`src/rtl/hidden_out_serializer.sv`:
```
// Collects one activation per hidden neuron into a slot buffer, then streams the
// slots out in index order as DATA_W beats with last/index sideband.
module hidden_out_serializer #(
   parameter int NUM_NEURON = 64,
   parameter int DATA_W     = 16,
   parameter int IDX_W      = $clog2(NUM_NEURON)
) (
   input  logic                         clk,
   input  logic                         rst,
   input  logic [NUM_NEURON*DATA_W-1:0] neuron_out,
   input  logic [NUM_NEURON-1:0]        neuron_valid,
   input  logic                         clear_err,
   output logic [DATA_W-1:0]            m_data,
   output logic                         m_valid,
   input  logic                         m_ready,
   output logic                         m_last,
   output logic [IDX_W-1:0]             m_index,
   output logic                         busy,
   output logic                         frame_done,
   output logic                         overflow,
   output logic [1:0]                   state_dbg
);

   typedef enum logic [1:0] {
      IDLE    = 2'd0,
      COLLECT = 2'd1,
      STREAM  = 2'd2
   } state_t;

   state_t                  state, state_next;
   logic [DATA_W-1:0]       slot [NUM_NEURON];
   logic [NUM_NEURON-1:0]   cap, cap_next;
   logic [IDX_W-1:0]        index, index_next;
   logic                    m_valid_next;
   logic                    frame_done_next;
   logic                    capture_en;
   logic                    xfer;
   logic                    last_beat;

   // Handshake: a beat transfers on a rising edge where m_valid & m_ready; while
   // m_valid is high and m_ready low, m_data/m_index/m_last hold. m_valid only
   // depends on registered state, never combinationally on m_ready.
   assign xfer       = m_valid & m_ready;
   assign last_beat  = (index == IDX_W'(NUM_NEURON - 1));
   assign capture_en = (state != STREAM);

   assign m_data    = slot[index];
   assign m_index   = index;
   assign m_last    = m_valid & last_beat;
   assign state_dbg = state;

   always_comb begin
      state_next      = state;
      cap_next        = cap;
      index_next      = index;
      m_valid_next    = m_valid;
      frame_done_next = 1'b0;
      case (state)
         IDLE, COLLECT: begin
            cap_next = cap | neuron_valid;
            if (&cap_next) begin
               state_next   = STREAM;
               index_next   = '0;
               m_valid_next = 1'b1;
            end else if (|neuron_valid) begin
               state_next = COLLECT;
            end
         end
         STREAM: begin
            if (xfer) begin
               if (last_beat) begin
                  state_next      = IDLE;
                  m_valid_next    = 1'b0;
                  cap_next        = '0;
                  index_next      = '0;
                  frame_done_next = 1'b1;
               end else begin
                  index_next = index + IDX_W'(1);
               end
            end
         end
         default: begin
            state_next   = IDLE;
            cap_next     = '0;
            index_next   = '0;
            m_valid_next = 1'b0;
         end
      endcase
   end

   always_ff @(posedge clk or posedge rst) begin
      if (rst) begin
         state      <= IDLE;
         cap        <= '0;
         index      <= '0;
         m_valid    <= 1'b0;
         frame_done <= 1'b0;
         busy       <= 1'b0;
      end else begin
         state      <= state_next;
         cap        <= cap_next;
         index      <= index_next;
         m_valid    <= m_valid_next;
         frame_done <= frame_done_next;
         busy       <= (state_next != IDLE);
      end
   end

   // Latest capture wins; slots are frozen while streaming.
   always_ff @(posedge clk or posedge rst) begin
      if (rst) begin
         for (int i = 0; i < NUM_NEURON; i++) slot[i] <= '0;
      end else begin
         for (int i = 0; i < NUM_NEURON; i++) begin
            if (capture_en && neuron_valid[i]) slot[i] <= neuron_out[i*DATA_W +: DATA_W];
         end
      end
   end

   // A new overflow event takes priority over a simultaneous clear.
   always_ff @(posedge clk or posedge rst) begin
      if (rst) begin
         overflow <= 1'b0;
      end else if (state == STREAM && (|neuron_valid)) begin
         overflow <= 1'b1;
      end else if (clear_err) begin
         overflow <= 1'b0;
      end
   end

endmodule

```
`config.mk`:
```
export PLATFORM = sky130hd
export DESIGN_NAME = hidden_out_serializer
export DESIGN_NICKNAME = d
export VERILOG_FILES = /design/src/rtl/hidden_out_serializer.sv
export SDC_FILE = /design/constraint.sdc
export NUM_CORES = 2
export LEC_CHECK = 0
export ABC_AREA = 1
export CAP_MARGIN = 40
export CORE_AREA = 5 5 430 432
export DETAILED_ROUTE_END_ITERATION = 8
export DIE_AREA = 0 0 435 437
export SYNTH_ARGS = -nofsm -noshare
export SYNTH_HDL_FRONTEND = slang
export SYNTH_SLANG_ARGS = --single-unit
```
`constraint.sdc`:
```
create_clock -name clk -period 36 [get_ports clk]
set_input_delay 7.2 -clock clk [delete_from_list [all_inputs] [get_ports clk]]
set_output_delay 7.2 -clock clk [all_outputs]
set_load 0.02 [all_outputs]
```
==> results.txt <==
fin crit share: 37.49%
setup TNS: 0 ns
endpoints failing hold: 0
VDD IR max: 0.03266 mV
area leader, netlist: dfrtp_1
Initial Utilization: 29.61%
GP Congestion: 0.9409
worst setup path category: reg2out
setup clock skew after layout: 0.03458 ns
worst hold slack: 0.4833 ns
Core Region: 180200 sq um
WL met2: 130100 microns
Cell Area, Synth: 53350 sq um
Fmax: 74.10 MHz
LEAKAGE: 33.96 nW
Async SR Flop Fraction: 100.0%
Die Ht: 437 microns
share of cells above drive strength 1: 21.64%
synth unique cells: 34
vias in the first global route: 45.23k
Data arrival, critical path: 6.30 ns
syn nets: 6052
kind of end point of the critical path: primary output
Gate Count Post-Synth: 4959
nets: 7066
initial antenna violation count: 146
cell row count: 156
RSZ-0062 raised after global routing: no
final antenna-violating net count: 0
Die X: 435 microns
PnR worst setup slack: 22.50 ns
TritonCTS Buffers: 134
top_reg_cell synth: dfrtp_1
EDFF count, synth: 0
Avg Synthesized Cell Area: 10.76 sq um
minimum clock period: 13.50 ns
area of the die: 190100 sq um
CTS hold repair buffers: 0
worst hold path type: reg2reg
wl on met1: 94580 microns
CTS sink count: 1100
Slew headroom: 21.63%
GRT Resource Usage Total: 26.30%
share of the synthesized area in the top cell type: 51.60%
1st-pass router iterations: 6
Area Growth Syn to Fin: 33.66%
max-slew violations: 0
root buf cell: clkbuf_16
remaining routing DRC violations: 0
Required @ worst endpoint: 28.80 ns
DRT Wirelength: 259400 microns
Max-Cap Viols: 0
grt ovf: 0
count leader, synth: dfrtp_1
top routing layer used: met5
first-iteration detailed-routing DRC count: 3987
warnings from Yosys: 0
H-tree depth: 4
drt wl/cell: 30.38 microns
worst slew pin tran: 1.175 ns
sequential element share of the synthesized area: 51.60%
CP Max Fanout: 109
via count: 44.09k
#FFs+latches synth: 1100
clk slew on worst S/H paths: 0.06 ns
CTS tree: built
most frequent cells after synthesis: 1100 x dfrtp_1, 860 x nand2_1, 661 x mux2_2
vias per inst: 5.164
global-route wire length before repair: 354400 microns
status: finished, final reports clean
post-CTS setup buffer count: 0
# IOs: 1121
clk_lat worst skew: 0.80 ns
PD cells: 39.61 nW/um^2
area of placed instances: 66630 sq um
dpl ws: 23.35 ns
Final setup viols: 0
clk buf depth: 3
routed wl met3: 17100 microns
startpoint types: register
largest net degree at the start of global routing: 175
Area contributors post-synth: dfrtp_1 52%, mux2_2 14%, mux2_4 8.4%, nand2_1 6.1%, nand3_1 5.1%
DP Wirelength: 197400 microns
design area: 71300 sq um
Port Buffers: 1120
post-cts repair resize count: 0
final timing paths:
check	from	endpoint	slack, ns	cells past startpoint
worst max register to register	m_index[1]	cap[50]	32.21	14
worst max-delay path	m_index[0]	m_data[0]	22.50	14
min in group asynchronous	rst	slot[578]	6.79	2
worst min register to register	slot[499]	slot[499]	0.48	1
max in group asynchronous	rst	slot[285]	25.41	10
worst min-delay path	slot[499]	slot[499]	0.48	1
kinds of logic (layout without fill, tap and decap cells):
| family | after synthesis | in the layout | synth area share, % |
|---|---|---|---|
| mux | 966 | 966 | 22.50 |
| buf+inv | 394 | 1512 | 3.931 |
| fa+ha+maj | 1 | 1 | 0.02345 |
| other cells | 0 | 90 | 0 |
| compound gates | 532 | 532 | 5.660 |
| simple gates | 1966 | 1966 | 16.28 |
| flops | 1100 | 1100 | 51.60 |
sequential cells by signal, summed over array words and instances (netlist names):
| signal | flops |
|---|---|
| frame_done | 1 |
| cap | 64 |
| slot | 1024 |
| busy | 1 |
| m_index | 6 |
| overflow | 1 |
| state_dbg | 2 |
| m_valid | 1 |
routing by layer:
metal	up-vias	track usage, %
li1	19152	-
met1	22363	29.40
met2	1991	45.08
met3	547	6.068
met4	36	17.09
met5	-	0
cell type report:
class                           count  area (sq um)
Inverter                           82         346.6
Clock buffer                      192          3886
Multi-Input combinational cell   3465         23730
Timing Repair Buffer             1190         12050
Fill cell                       17688        108900
Antenna cell                       90         225.2
Sequential cell                  1100         27540
Clock inverter                     48         559.3
Tap cell                         2370          2965
worst max-delay path: stages (launching register included):
cell,delay (ns)
dfrtp_4,0.67
inv_8,0.55
buf_4,0.60
buf_4,0.40
buf_16,0.31
buf_4,0.75
nand2_1,0.11
nand3_1,0.12
nand3_1,0.09
nand2_1,0.15
nand2_1,0.07
nand3_1,0.19
nand3_1,0.32
nand3_1,0.21
clkdlybuf4s50_1,0.69
power by group:
group	total, mW	internal, mW	switching (mW)
combinational	0.191	0.113	0.0780
clock	1.39	0.818	0.573
sequential	1.24	1.24	0.00183
total	2.82	2.17	0.653
layout by cell type (no fill, tap or decap), drive strengths merged, types with 89 or more instances in the layout:
cell / instances
a21oi: 101
clkbuf: 192
clkdlybuf4s50: 1120
dfrtp: 1100
diode: 90
inv: 89
mux2: 966
nand2: 917
nand3: 546
nor2: 490
o21ai: 312
per-stage QoR:
stage	total power, mW	utilization [%]	cells
2_1_floorplan	1.297	-	4959
3_3_place_gp	1.454	36.75	8184
3_5_place_dp	1.456	36.99	8207
4_1_cts	2.848	39.45	8447
5_1_grt	2.904	39.55	8520
6_report	2.825	39.58	8537
(Power assumes the default switching activity.)
